## src/rtl/usr_pkg.sv

```systemverilog
// Shared definitions for the universal-shift-register command sequencer:
// opcodes, the queued command record, FSM states and the shift-in mapping.
package usr_pkg;

    localparam logic [2:0] OP_HOLD = 3'b000;
    localparam logic [2:0] OP_SHL  = 3'b001;
    localparam logic [2:0] OP_SHR  = 3'b010;
    localparam logic [2:0] OP_CLR  = 3'b011;
    localparam logic [2:0] OP_SET  = 3'b100;
    localparam logic [2:0] OP_INC  = 3'b101;
    localparam logic [2:0] OP_DEC  = 3'b110;
    localparam logic [2:0] OP_LOAD = 3'b111;

    // Width of the stored repeat field; the top's CNT_W defaults to this.
    localparam int USR_CNT_W = 4;

    typedef struct packed {
        logic [2:0]           op;
        logic [5:0]           data;
        logic [USR_CNT_W-1:0] rep;
        logic                 si;
    } usr_cmd_t;

    typedef enum logic [0:0] {
        ST_IDLE  = 1'b0,
        ST_ISSUE = 1'b1
    } usr_state_e;

    // Returns {rsi, lsi}: the shift-in bit is routed only for the two shift opcodes.
    function automatic logic [1:0] shift_in_map(input logic [2:0] op, input logic si);
        logic [1:0] res;
        case (op)
            OP_SHL:  res = {si, 1'b0};
            OP_SHR:  res = {1'b0, si};
            default: res = 2'b00;
        endcase
        return res;
    endfunction

endpackage

```

## src/rtl/usr_cmd_fifo.sv

```systemverilog
// Synchronous command FIFO with wrap-bit pointers; flush empties it in one edge.
module usr_cmd_fifo #(
    parameter int DEPTH = 4,
    parameter int WIDTH = 8
) (
    input  logic             Clk,
    input  logic             reset,
    input  logic             flush,
    input  logic             push,
    input  logic             pop,
    input  logic [WIDTH-1:0] wr_data,
    output logic [WIDTH-1:0] rd_data,
    output logic             full,
    output logic             empty
);

    localparam int AW = $clog2(DEPTH);

    logic [AW:0]      wr_ptr_r;
    logic [AW:0]      rd_ptr_r;
    logic [WIDTH-1:0] mem_r [DEPTH];
    logic             do_push_s;
    logic             do_pop_s;

    assign full      = (wr_ptr_r[AW] != rd_ptr_r[AW]) &&
                       (wr_ptr_r[AW-1:0] == rd_ptr_r[AW-1:0]);
    assign empty     = (wr_ptr_r == rd_ptr_r);
    assign do_push_s = push && !full && !flush;
    assign do_pop_s  = pop && !empty && !flush;
    assign rd_data   = mem_r[rd_ptr_r[AW-1:0]];

    // Pointer update; flush wins over any push or pop in the same cycle.
    always_ff @(posedge Clk or posedge reset) begin
        if (reset) begin
            wr_ptr_r <= {(AW+1){1'b0}};
            rd_ptr_r <= {(AW+1){1'b0}};
        end else if (flush) begin
            wr_ptr_r <= {(AW+1){1'b0}};
            rd_ptr_r <= {(AW+1){1'b0}};
        end else begin
            if (do_push_s) begin
                wr_ptr_r <= wr_ptr_r + (AW+1)'(1);
            end
            if (do_pop_s) begin
                rd_ptr_r <= rd_ptr_r + (AW+1)'(1);
            end
        end
    end

    // Storage array; contents are don't-care until written.
    always_ff @(posedge Clk) begin
        if (do_push_s) begin
            mem_r[wr_ptr_r[AW-1:0]] <= wr_data;
        end
    end

endmodule

```

## src/rtl/usr_cmd_sequencer.sv

```systemverilog
// Command sequencer driving A/D/RSI/LSI of the 6-bit universal shift register.
// Optional feature macro: USR_SEQ_ABORT_EN adds a synchronous abort/flush input.
module usr_cmd_sequencer
    import usr_pkg::*;
#(
    parameter int DEPTH = 4,
    parameter int CNT_W = USR_CNT_W
) (
    input  logic             Clk,
    input  logic             reset,
    input  logic             cmd_valid,
    output logic             cmd_ready,
    input  logic [2:0]       cmd_op,
    input  logic [5:0]       cmd_data,
    input  logic [CNT_W-1:0] cmd_rep,
    input  logic             cmd_si,
`ifdef USR_SEQ_ABORT_EN
    input  logic             abort,
`endif
    output logic [2:0]       A,
    output logic [5:0]       D,
    output logic             RSI,
    output logic             LSI,
    output logic             busy,
    output logic             cmd_done
);

    localparam int CW = $bits(usr_cmd_t);

    usr_state_e       state_r;
    usr_state_e       next_state_s;
    logic [CNT_W-1:0] rep_cnt_r;
    logic [CNT_W-1:0] load_rep_s;
    logic [2:0]       a_r;
    logic [5:0]       d_r;
    logic             rsi_r;
    logic             lsi_r;
    logic             done_r;
    logic             done_next_s;
    logic             pop_s;
    logic             dec_s;
    logic             hold_s;
    logic             push_s;
    logic             abort_s;
    logic             full_s;
    logic             empty_s;
    logic [1:0]       si_map_s;
    usr_cmd_t         wr_cmd_s;
    usr_cmd_t         head_s;
    logic [CW-1:0]    rd_data_s;

`ifdef USR_SEQ_ABORT_EN
    assign abort_s = abort;
`else
    assign abort_s = 1'b0;
`endif

    assign cmd_ready = !full_s && !abort_s;
    assign push_s    = cmd_valid && cmd_ready;
    assign wr_cmd_s  = '{op: cmd_op, data: cmd_data, rep: USR_CNT_W'(cmd_rep), si: cmd_si};
    assign head_s    = rd_data_s;
    assign load_rep_s = CNT_W'(head_s.rep);
    assign si_map_s  = shift_in_map(head_s.op, head_s.si);

    usr_cmd_fifo #(
        .DEPTH (DEPTH),
        .WIDTH (CW)
    ) u_fifo (
        .Clk     (Clk),
        .reset   (reset),
        .flush   (abort_s),
        .push    (push_s),
        .pop     (pop_s),
        .wr_data (wr_cmd_s),
        .rd_data (rd_data_s),
        .full    (full_s),
        .empty   (empty_s)
    );

    // Next-state and issue control; cmd_done is computed one cycle ahead so it registers onto the final issue cycle.
    always_comb begin
        next_state_s = state_r;
        pop_s        = 1'b0;
        dec_s        = 1'b0;
        hold_s       = 1'b0;
        done_next_s  = 1'b0;
        if (abort_s) begin
            next_state_s = ST_IDLE;
            hold_s       = 1'b1;
        end else begin
            case (state_r)
                ST_IDLE: begin
                    if (!empty_s) begin
                        pop_s        = 1'b1;
                        next_state_s = ST_ISSUE;
                        done_next_s  = (load_rep_s == {CNT_W{1'b0}});
                    end else begin
                        hold_s = 1'b1;
                    end
                end
                ST_ISSUE: begin
                    if (rep_cnt_r != {CNT_W{1'b0}}) begin
                        dec_s       = 1'b1;
                        done_next_s = (rep_cnt_r == CNT_W'(1));
                    end else if (!empty_s) begin
                        // Chain straight into the next command without a Hold cycle.
                        pop_s       = 1'b1;
                        done_next_s = (load_rep_s == {CNT_W{1'b0}});
                    end else begin
                        next_state_s = ST_IDLE;
                        hold_s       = 1'b1;
                    end
                end
                default: begin
                    next_state_s = ST_IDLE;
                    hold_s       = 1'b1;
                end
            endcase
        end
    end

    // State, repeat counter and registered shift-register controls.
    always_ff @(posedge Clk or posedge reset) begin
        if (reset) begin
            state_r   <= ST_IDLE;
            rep_cnt_r <= {CNT_W{1'b0}};
            a_r       <= OP_HOLD;
            d_r       <= 6'h00;
            rsi_r     <= 1'b0;
            lsi_r     <= 1'b0;
            done_r    <= 1'b0;
        end else begin
            state_r <= next_state_s;
            done_r  <= done_next_s;
            if (pop_s) begin
                a_r       <= head_s.op;
                d_r       <= head_s.data;
                rsi_r     <= si_map_s[1];
                lsi_r     <= si_map_s[0];
                rep_cnt_r <= load_rep_s;
            end else if (dec_s) begin
                rep_cnt_r <= rep_cnt_r - CNT_W'(1);
            end else if (hold_s) begin
                a_r <= OP_HOLD;
            end
        end
    end

    assign A        = a_r;
    assign D        = d_r;
    assign RSI      = rsi_r;
    assign LSI      = lsi_r;
    assign cmd_done = done_r;
    assign busy     = (state_r == ST_ISSUE) || !empty_s;

endmodule

```

## config.mk

```make
export PLATFORM = sky130hd
export DESIGN_NAME = usr_cmd_sequencer
export DESIGN_NICKNAME = d
export VERILOG_FILES = /design/src/rtl/usr_pkg.sv /design/src/rtl/usr_cmd_fifo.sv /design/src/rtl/usr_cmd_sequencer.sv
export SDC_FILE = /design/constraint.sdc
export NUM_CORES = 1
export LEC_CHECK = 0
export BUFFER_PORTS_ARGS = -buffer_cell sky130_fd_sc_hd__buf_2
export CELL_PAD_IN_SITES_DETAIL_PLACEMENT = 1
export CELL_PAD_IN_SITES_GLOBAL_PLACEMENT = 1
export CORE_ASPECT_RATIO = 0.7
export CORE_MARGIN = 4
export CORE_UTILIZATION = 40
export DETAILED_ROUTE_END_ITERATION = 10
export PLACE_DENSITY = 0.65
export SLEW_MARGIN = 20
export SYNTH_ARGS = -nofsm -noshare
export SYNTH_HDL_FRONTEND = slang
export SYNTH_SLANG_ARGS = --single-unit
```

## constraint.sdc

```tcl
create_clock -name Clk -period 1.84 [get_ports Clk]
set_input_delay 0.368 -clock Clk [delete_from_list [all_inputs] [get_ports Clk]]
set_output_delay 0.368 -clock Clk [all_outputs]
set_load 0.02 [all_outputs]
```

==> impl_results.md, run 1 <==
- Post-synthesis average cell area: 18.93 um^2
- Core area: 7905 um^2
- Commonest non-fill, non-tap cell in the layout: edfxtp_1
- Initial antenna violation count: 0
- Max-slew violation count: 0
- Largest net degree at the start of global routing: 24
- CTS tree: built
- Slowest stage delay, CP: 410 ps
- Largest family of logic cells by synthesized area: multiplexers
- Slowest-stage cell, CP: dfrtp_1
- Unique masters post-synth: 37
- Commonest non-fill, non-tap cells in the layout: edfxtp_1, buf_4, buf_2, dfrtp_1, clkbuf_16
- CP Class: flip-flop to flip-flop
- Num CTS Buffers: 9
- Max-slew headroom: 77.65%
- Fmax: 0.5447 GHz
- Register area share after synthesis: 68.93%
- Vias in the first global route: 2034
- Clock buffer depth: 2
- Reg2reg start: rep_cnt_r[1]$_DFFE_PP0P_
- WL final: 7264 um
- Startpoint types: flip-flop
- # H-tree levels: 3
- Worst Path Arrival: 2050 ps
- Effective utilization at floorplan: 41.42%
- Worst slack, placed: -90.34 ps
- Minimum hold slack: 74.52 ps
- # diodes: 0
- Area post-placement: 3699 um^2
- DR iter-0 viols: 51
- Post-synthesis compound-gate area fraction: 4.089%
- DIE AREA: 9720 um^2
- Layout cells sized above 1: 44.58%
- Post-Synth Simple-Gate Area: 4.853%
- Data required, critical path: 2050 ps
- Drt pass-1 iters: 4
- Aggregate global routing overflow: 0
- Post-synthesis mux area share: 14.25%
- Reg clk slew, reported paths: 60 ps
- Unrepaired setup endpoints after global routing: yes
- Flop-to-flop setup slack: 4 ps
- Finish-stage setup viols: 0
- Sink Count: 79
- Adder-cell share of the synthesized area: 2.675%
- Post-synthesis xor/xnor area fraction: 2.598%
- Cell family with most CP delay: flip-flops
- Slack of the critical path: 4.138 ps
- CP endpoint kind: flip-flop
- CTS Root Buffer Type: clkbuf_16
- Capturing point of the worst reg2reg path: u_fifo.rd_ptr_r[1]$_DFFE_PP0P_
- Pwr per Cell Area: 1834 nW/um^2
- Period minus WS final: 1836 ps
- Seq cells post-synth: 79
- Fin crit share: 99.78%
- Dpl hpwl: 4898 um
- Yosys warns: 0
- CP Max Fanout: 8
- Design area: 4190 um^2
- FF-to-FF path depth: 6
- Lkg Pwr: 1.688 nW
- Worst VDD drop: 784.7 uV
- Outcome: completed
- Via density: 5.109
- First-pass GRT wire length: 11530 um
- Die span in x: 116.1 um
- Worst skew pair latency: 330 ps
- Die H: 83.70 um
- Total number of vias: 1788
- # DRC: 0
- Slew at the pin closest to its max-slew limit: 331.8 ps
- Number of port buffers: 30
- Buf/Inv on CP: 2
- Gate Count Post-Synth: 173
- Routed wire per std cell: 20.75 um
- Boundary Pins: 31
- Max Cap Viol: 0
- CTS Hold Bufs: 0
- Min-Delay Path Class: input pin to async pin
- GRT Util Overall: 16.35%
- Setup Skew: 6.011 ps
- Post-layout net count: 269
- Routed Antenna Nets: 0
- Netlist area before placement: 3274 um^2
- Syn_nets: 197
- Area Overhead vs Synth: 27.97%
- Crit-path cells: inv_2 > ha_4 > or3b_4 > a32oi_4 > buf_6 > mux2_4
- Core Util, Final: 53.01%
- Fin. Hold Viols: 0
- GPL Wtd Cong: 0.7396
- FP Rows: 27
how the worst max path moves through the flow:
| stage | from | endpoint | slack, ps | cells after the start |
|---|---|---|---|---|
| floorplan | u_fifo.rd_ptr_r[0]$_DFFE_PP0P_ | u_fifo.mem_r[0][0]$_DFFE_PP_ | 40 | 4 |
| global placement | rep_cnt_r[1]$_DFFE_PP0P_ | D[1]$_DFFE_PP0P_ | 40 | 6 |
| detailed placement | rep_cnt_r[1]$_DFFE_PP0P_ | cmd_done$_DFF_PP0_ | -90 | 7 |
| CTS | u_fifo.rd_ptr_r[0]$_DFFE_PP0P_ | busy | 5 | 4 |
| global route | rep_cnt_r[1]$_DFFE_PP0P_ | cmd_done$_DFF_PP0_ | -50 | 7 |
| finish | rep_cnt_r[1]$_DFFE_PP0P_ | u_fifo.rd_ptr_r[1]$_DFFE_PP0P_ | 4 | 6 |
layout make-up:
type / count / area (um^2)
fillers: 767 / 3715
flip-flops and latches: 79 / 2261
multi-input cells: 82 / 1028
repair buffers: 66 / 459.2
clock buffers: 10 / 229.0
well taps: 101 / 126.4
clock inverters: 5 / 60.06
inverters: 7 / 26.28
registers in the layout, summed over array words and instances, names as in the netlist:
name             count
u_fifo.wr_ptr_r      3
D                    6
cmd_done             1
A                    3
state_r              1
u_fifo.rd_ptr_r      3
u_fifo.mem_r        56
LSI                  1
rep_cnt_r            4
RSI                  1
repair_timing:
action / 4_1_cts / 5_1_grt
setup endpoints to repair: 19 / 69
cloned: 0 / 0
setup buffers: 7 / 5
resized for setup: 11 / 13
pin swaps: 4 / 6
kinds of logic (layout without fill, tap and decap cells):
kind of cell             after synthesis  in the layout
AND/OR/NAND/NOR                       28             28
multiplexers                          23             23
adder cells (fa/ha/maj)                7              7
XOR/XNOR                               8              8
AO/OA/AOI/OAI                         16             16
flip-flops                            79             79
buffers and inverters                 12             88
Yosys cell counts:
library cell,number,area share (%)
edfxtp_1,56,51
mux4_1,8,6.4
nand3_1,3,0.46
nor3b_1,1,0.23
buf_12,1,0.61
nor3_1,2,0.31
a32oi_2,1,0.50
ha_1,7,2.7
inv_1,7,0.80
mux2i_1,2,0.61
a221o_1,1,0.31
or3b_1,1,0.27
dfrtp_1,23,18
nand2b_1,3,0.57
o221a_1,1,0.34
buf_2,1,0.15
a311oi_1,1,0.27
o21ai_0,5,0.76
nor2_1,3,0.34
o31a_1,1,0.27
o2111ai_1,1,0.27
mux2_2,1,0.34
and2_1,4,0.76
a31oi_2,1,0.38
nand2_1,8,0.92
nor2b_1,1,0.19
a21oi_1,1,0.15
nand4_1,1,0.19
xnor2_1,3,0.80
xor2_1,3,0.80
mux4_2,6,4.1
buf_6,3,1.0
mux2_4,6,2.8
a32o_1,1,0.31
xnor2_2,2,0.99
nand3b_4,1,0.61
o2bb2ai_1,2,0.54
worst reg2reg max path: cells and delay by family (launching register included):
family / cells / cell delay, ps
compound gates: 1 / 210
flops: 1 / 410
buf+inv: 2 / 290
mux: 1 / 310
simple gates: 1 / 380
fa+ha+maj: 1 / 130
metrics by stage:
step	std cells	setup TNS, ps	power (mW)
2_1_floorplan	173	0	4.402
3_3_place_gp	323	0	5.252
3_5_place_dp	323	-674.9	5.427
4_1_cts	345	0	7.392
5_1_grt	350	-299.8	8.135
6_report	350	0	7.687
per-layer routing:
layer	vias to the layer above	GRT usage (%)	wire, um
met1	907	20.24	3082
li1	823	-	-
met2	38	26.06	3654
met3	20	5.290	289
met4	0	7.376	237
met5	-	0	0
where the power goes:
| group | switching, mW | total (mW) | internal [mW] | leakage (nW) |
|---|---|---|---|---|
| clock | 0.665 | 1.71 | 1.04 | 0.139 |
| combinational | 1.54 | 3.16 | 1.62 | 0.762 |
| sequential | 0.353 | 2.82 | 2.46 | 0.787 |
Note: power is estimated with default switching activity, not from simulation.
==> run 2: changes to the inputs <==
- CELL_PAD_IN_SITES_DETAIL_PLACEMENT: 1 -> 0
==> run 2 against run 1 <==
The run now ends with negative setup slack left. Global-route usage is 2.3 points lower. Combinational power is 7.6% lower. Flip-flop and latch count is the same. Worst hold slack better by 8.6 ps. Register-to-register slack is essentially flat. Power decreased by 5.7%. Highest routed layer unchanged.
==> impl_results.md, run 2 (same netlist as run 1, synthesis figures left out) <==
- Die span in x: 116.1 um
- Boundary Pins: 31
- Clock buffer depth: 2
- Worst skew pair latency: 320 ps
- FP Rows: 27
- Sink Count: 79
- Total number of vias: 1746
- Total power: 7.248 mW
- Die H: 83.70 um
- Initial antenna violation count: 0
- # diodes: 0
- CTS Hold Bufs: 0
- Drt pass-1 iters: 4
- DR iter-0 viols: 80
- Dpl hpwl: 4389 um
- Routed length on met3: 226 um
- Worst Path Arrival: 2050 ps
- Layout cells sized above 1: 42.04%
- CTS Root Buffer Type: clkbuf_16
- Setup crit start: rep_cnt_r[1]$_DFFE_PP0P_
- Area Overhead vs Synth: 25.30%
- Post-layout net count: 265
- Data required, critical path: 2040 ps
- Num CTS Buffers: 9
- Routed wire per std cell: 18.59 um
- Flop-to-flop setup slack: -5 ps
- Violated checks: negative setup slack
- Max-slew violation count: 0
- Commonest non-fill, non-tap cell in the layout: edfxtp_1
- Effective utilization at floorplan: 41.42%
- Largest register FFs: 56
- Setup TNS: -4.788 ps
- CP Class: flip-flop to flip-flop
- First-pass GRT wire length: 10140 um
- Fillcell total: 670
- Fmax: 0.5421 GHz
- Startpoint types: flip-flop
- Top Metal Used: met4
- Slack of the critical path: -4.788 ps
- Via density: 5.046
- Cell total after placement: 323
- Core area: 7905 um^2
- WL final: 6432 um
- Number of port buffers: 30
- Worst VDD drop: 625.4 uV
- GPL Wtd Cong: 0.7396
- Met1 WL: 2966 um
- Finished Layout Cells: 346
- Lkg Pwr: 1.635 nW
- Max Cap Viol: 0
- Period minus WS final: 1845 ps
- CP Max Fanout: 8
- Core Util, Final: 51.90%
- Pwr per Cell Area: 1767 nW/um^2
- FF-to-FF path depth: 6
- Max-slew headroom: 77.16%
- Fin crit share: 100.3%
- Capturing point of the worst reg2reg path: D[3]$_DFFE_PP0P_
- # H-tree levels: 3
- Reg2reg start: rep_cnt_r[1]$_DFFE_PP0P_
- WL met2: 3182 um
- Setup Skew: 5.985 ps
- Outcome: finished, violations left
- Min-Delay Path Class: input pin to async pin
- DIE AREA: 9720 um^2
- Unrepaired setup endpoints after global routing: yes
- Worst slack, placed: -55.09 ps
- Finish-stage setup viols: 1
- CTS tree: built
- Commonest non-fill, non-tap cells in the layout: edfxtp_1, buf_2, buf_4, dfrtp_1, clkbuf_16
- Vias in the first global route: 1917
- # DRC: 0
- Fin. Hold Viols: 0
- Aggregate global routing overflow: 0
- CP Capture Point: D[3]$_DFFE_PP0P_
- GRT Util Overall: 14.04%
- Reg clk slew, reported paths: 60 ps
- CP endpoint kind: flip-flop
- Largest net degree at the start of global routing: 24
- Slew at the pin closest to its max-slew limit: 339.9 ps
- Routed Antenna Nets: 0
-- run 2: cell types whose count changed in the layout (fill, tap and decap cells not counted), sizes merged --
cell	delta
buf	-4
bufinv	-1
clkinv	-1
clkinvlp	+2
-- run 2: through the flow --
stage	instance area [um^2]	hold slack (ps)
floorplan	3276	369.9
global placement	3699	422.3
detailed placement	3699	431.0
CTS	4064	81.17
global route	4103	101.9
finish	4103	83.17
-- run 2: report_power, final --
group / internal (mW) / switching (mW) / total, mW
combinational: 1.47 / 1.45 / 2.92
sequential: 2.46 / 0.308 / 2.77
clock: 0.904 / 0.653 / 1.56
total: 4.83 / 2.41 / 7.25
-- run 2: how the worst min path moves through the flow --
| stage | cells past startpoint | end | slack, ps |
|---|---|---|---|
| floorplan | 1 | A[0]$_DFFE_PP0P_ | 370 |
| global placement | 3 | LSI$_DFFE_PP0P_ | 420 |
| finish | 3 | D[2]$_DFFE_PP0P_ | 80 |
| CTS | 3 | LSI$_DFFE_PP0P_ | 80 |
| global route | 3 | A[2]$_DFFE_PP0P_ | 100 |
| detailed placement | 3 | LSI$_DFFE_PP0P_ | 430 |
-- run 2: worst max-delay path, cell delays in order, from the launching register on --
cell and delay (ps):
dfrtp_1 390, inv_2 90, ha_4 150, or3b_4 400, a32oi_4 210, buf_6 190, mux2_4 300
-- run 2: timing repair --
action                                  in CTS  in global routing
buffers inserted                             6                  2
endpoints found under the setup margin      11                 45
gates resized for setup                     11                  5
endpoints found under the hold margin        0                  0
pin swaps                                    4                  2
-- run 2: final cells by class --
class	count	area [um^2]	area share, %
Sequential cell	79	2258	55.05
Multi-Input combinational cell	82	1003	24.46
Timing Repair Buffer	62	422.9	10.31
Clock buffer	10	229.0	5.581
Tap cell	101	126.4	3.080
Clock inverter	5	36.28	0.8844
Inverter	7	26.28	0.6404
-- run 2: routing by layer --
metal,track usage (%),vias up
li1,-,811
met1,18.16,881
met2,22.82,48
met3,4.710,6
met4,3.477,0
met5,0,-
==> run 3: changes to the inputs <==
- CORE_ASPECT_RATIO: 0.7 -> 0.9
- PLACE_DENSITY: 0.65 -> 0.66
- SYNTH_HIERARCHICAL: not set -> 1
==> run 3 against run 2 <==
Combinational power fell by 22%. Register-to-register slack lost 70 ps. Power shrank 15%. The flow still finishes with violations (negative setup slack). Final cell count up 18%. Via count rose by 18%. Clock-buffer cell count did not move. Worst hold slack improved by 150 ps. Fmax fell by 3.8%. Flip-flop and latch count did not move. Critical path type unchanged. Largest power group is now registers. Clock skew increased by 2.1 ps.
==> impl_results.md, run 3 <==
- Outcome: finished, violations left
- Violated checks: negative setup slack
- Startpoint types: flip-flop
- Via density: 5.042
- Total number of vias: 2062
- Seq cells post-synth: 79
- Gate Count Post-Synth: 212
- Largest register FFs: 56
- Cell family with most CP delay: flip-flops
- Slowest stage delay, CP: 460 ps
- Routed Antenna Nets: 0
- Setup Skew: 8.131 ps
- Boundary Pins: 31
- GPL Wtd Cong: 0.7871
- Effective utilization at floorplan: 41.98%
- Clock buffer depth: 2
- Lkg Pwr: 1.752 nW
- CTS Root Buffer Type: clkbuf_8
- Finish-stage setup viols: 57
- Initial antenna violation count: 0
- Area Overhead vs Synth: 30.99%
- Post-synth top area cell: edfxtp_1
- Dpl hpwl: 4658 um
- # DRC: 0
- DIE AREA: 10230 um^2
- Fmax: 0.5212 GHz
- DR iter-0 viols: 90
- Sequential power share: 38.8%
- Crit-path cells: xor2_2 > buf_4 > buf_4 > a311oi_4 > buf_6 > and2_4
- EDFF count, synth: 56
- Post-synthesis average cell area: 16.36 um^2
- Die H: 96.34 um
- Sink Count: 79
- Clock power share: 24.3%
- Finished Layout Cells: 409
- Reg clk slew, reported paths: 90 ps
- FP Rows: 31
- Psw: 1.964 mW
- CP Max Fanout: 8
- Worst skew pair latency: 350 ps
- Post-layout net count: 313
- Slack of the critical path: -78.52 ps
- Data required, critical path: 1890 ps
- Pwr per Cell Area: 1359 nW/um^2
- CP most frequent cell: buf_4
- WL final: 7275 um
- Num CTS Buffers: 9
- Netlist area before placement: 3468 um^2
- Number of port buffers: 30
- Worst VDD drop: 661.5 uV
- GRT Util Overall: 15.14%
- Unique masters post-synth: 51
- Fillcell total: 693
- Layout cells sized above 1: 50.34%
- Aggregate global routing overflow: 0
- Cell total after placement: 373
- Period minus WS final: 1919 ps
- Vias in the first global route: 2126
- Buf/Inv on CP: 3
- Syn_nets: 236
- Core area: 8262 um^2
- Drt pass-1 iters: 4
- Unrepaired setup endpoints after global routing: yes
- Combinational power share: 36.9%
- Routed wire per std cell: 17.79 um
- Register area share after synthesis: 65.08%
- CTS tree: built
- Die span in x: 106.2 um
- Max Cap Viol: 0
- Synth top cells by count: edfxtp_1, dfrtp_1, inv_1, mux4_2, o21ai_0
- Commonest non-fill, non-tap cells in the layout: edfxtp_1, buf_2, buf_4, dfrtp_1, inv_1
- Max-slew violation count: 0
- # H-tree levels: 3
- Switching Share: 31.83%
- Slowest-stage cell, CP: dfrtp_2
- Largest net degree at the start of global routing: 21
- Min-Delay Path Class: input pin to flip-flop
- Worst slack, placed: -158.8 ps
- CP endpoint kind: flip-flop
- First-pass GRT wire length: 11490 um
- Int Pwr: 4.208 mW
- CP Class: flip-flop to flip-flop
- Synth async-reset ratio: 29.11%
- Worst Path Arrival: 1970 ps
- Yosys warns: 6
- Most frequent cell after synthesis: edfxtp_1
- Main flop type after synthesis: edfxtp_1
- Top cells by area, synth: edfxtp_1, dfrtp_1, mux4_2
- Commonest non-fill, non-tap cell in the layout: edfxtp_1
- Fin. Hold Viols: 0
- Fin crit share: 104.3%
- Post-synth top area share: 48.48%
- # diodes: 0
-- run 3: cell types whose count changed after synthesis, sizes merged, moves of 2 or more --
cell / delta
a2bb2oi: +2
a41oi: +2
o2bb2ai: -2
mux2: +2
o211ai: +2
and3: +2
a21oi: +2
o311ai: +2
nor4bb: +2
inv: +9
buf: +3
o21ai: +5
xnor2: -2
-- run 3: power groups by stage --
stage	clock network [mW]	logic (mW)	registers [mW]
4_1_cts	1.53	2.22	2.40
5_1_grt	1.61	2.48	2.44
6_report	1.50	2.28	2.39
2_1_floorplan	0	1.16	2.56
3_3_place_gp	0	1.93	2.43
3_5_place_dp	0	1.94	2.43
-- run 3: logic make-up after synthesis --
group,after synthesis,synth area share [%]
simple gates,39,6.890
compound gates,29,6.205
buf+inv,25,3.391
xor+xnor,6,1.732
fa+ha+maj,7,2.525
other cells,1,0.1081
flops,79,65.08
mux,26,14.07
-- run 3: layout make-up --
type | count | area [um^2] | area share (%)
clock buffers | 10 | 137.6 | 3.029
clock inverters | 6 | 97.59 | 2.148
inverters | 16 | 60.06 | 1.322
multi-input cells | 112 | 1281 | 28.20
flip-flops and latches | 79 | 2265 | 49.85
well taps | 115 | 143.9 | 3.167
repair buffers | 71 | 558.0 | 12.28
-- run 3: final timing paths --
kind,startpoint,end,slack (ps),cells past startpoint
worst min-delay path,cmd_data[5],u_fifo/mem_r[3][10]$_DFFE_PP_,230,1
max in group asynchronous,reset,D[1]$_DFFE_PP0P_,1020,4
worst max-delay path,u_fifo/rd_ptr_r[2]$_DFFE_PP0P_,u_fifo/mem_r[1][1]$_DFFE_PP_,-80,6
worst min register to register,D[1]$_DFFE_PP0P_,D[1]$_DFFE_PP0P_,510,1
min in group asynchronous,reset,u_fifo/rd_ptr_r[0]$_DFFE_PP0P_,510,3
worst max register to register,u_fifo/rd_ptr_r[2]$_DFFE_PP0P_,u_fifo/mem_r[1][1]$_DFFE_PP_,-80,6
-- run 3: metrics by stage --
stage	hold slack (ps)	cell area [um^2]	utilization, %	total power [mW]	setup TNS, ps
after floorplan	158.9	3552	-	3.715	-6106
after global placement	320.4	3985	48.24	4.358	-4302
after detailed placement	326.1	3985	48.24	4.375	-6664
after CTS	216.6	4410	53.38	6.152	-5546
after global routing	223.7	4543	54.99	6.525	-8024
final	233.0	4543	54.99	6.172	-3952
-- run 3: what timing repair did --
action | 4_1_cts | 5_1_grt
hold endpoints to repair | 6 | 0
gates resized for setup | 26 | 20
endpoints found under the setup margin | 70 | 74
cloned | 4 | 1
pin swaps | 12 | 9
buffers inserted | 8 | 6
hold buffers | 1 | 0
-- run 3: per-layer routing --
metal	global-route usage (%)	vias to the layer above	wire, um
li1	-	975	-
met1	20.53	1034	3433
met4	4.531	0	68
met2	24.31	45	3504
met3	3.823	8	269
met5	0	-	0
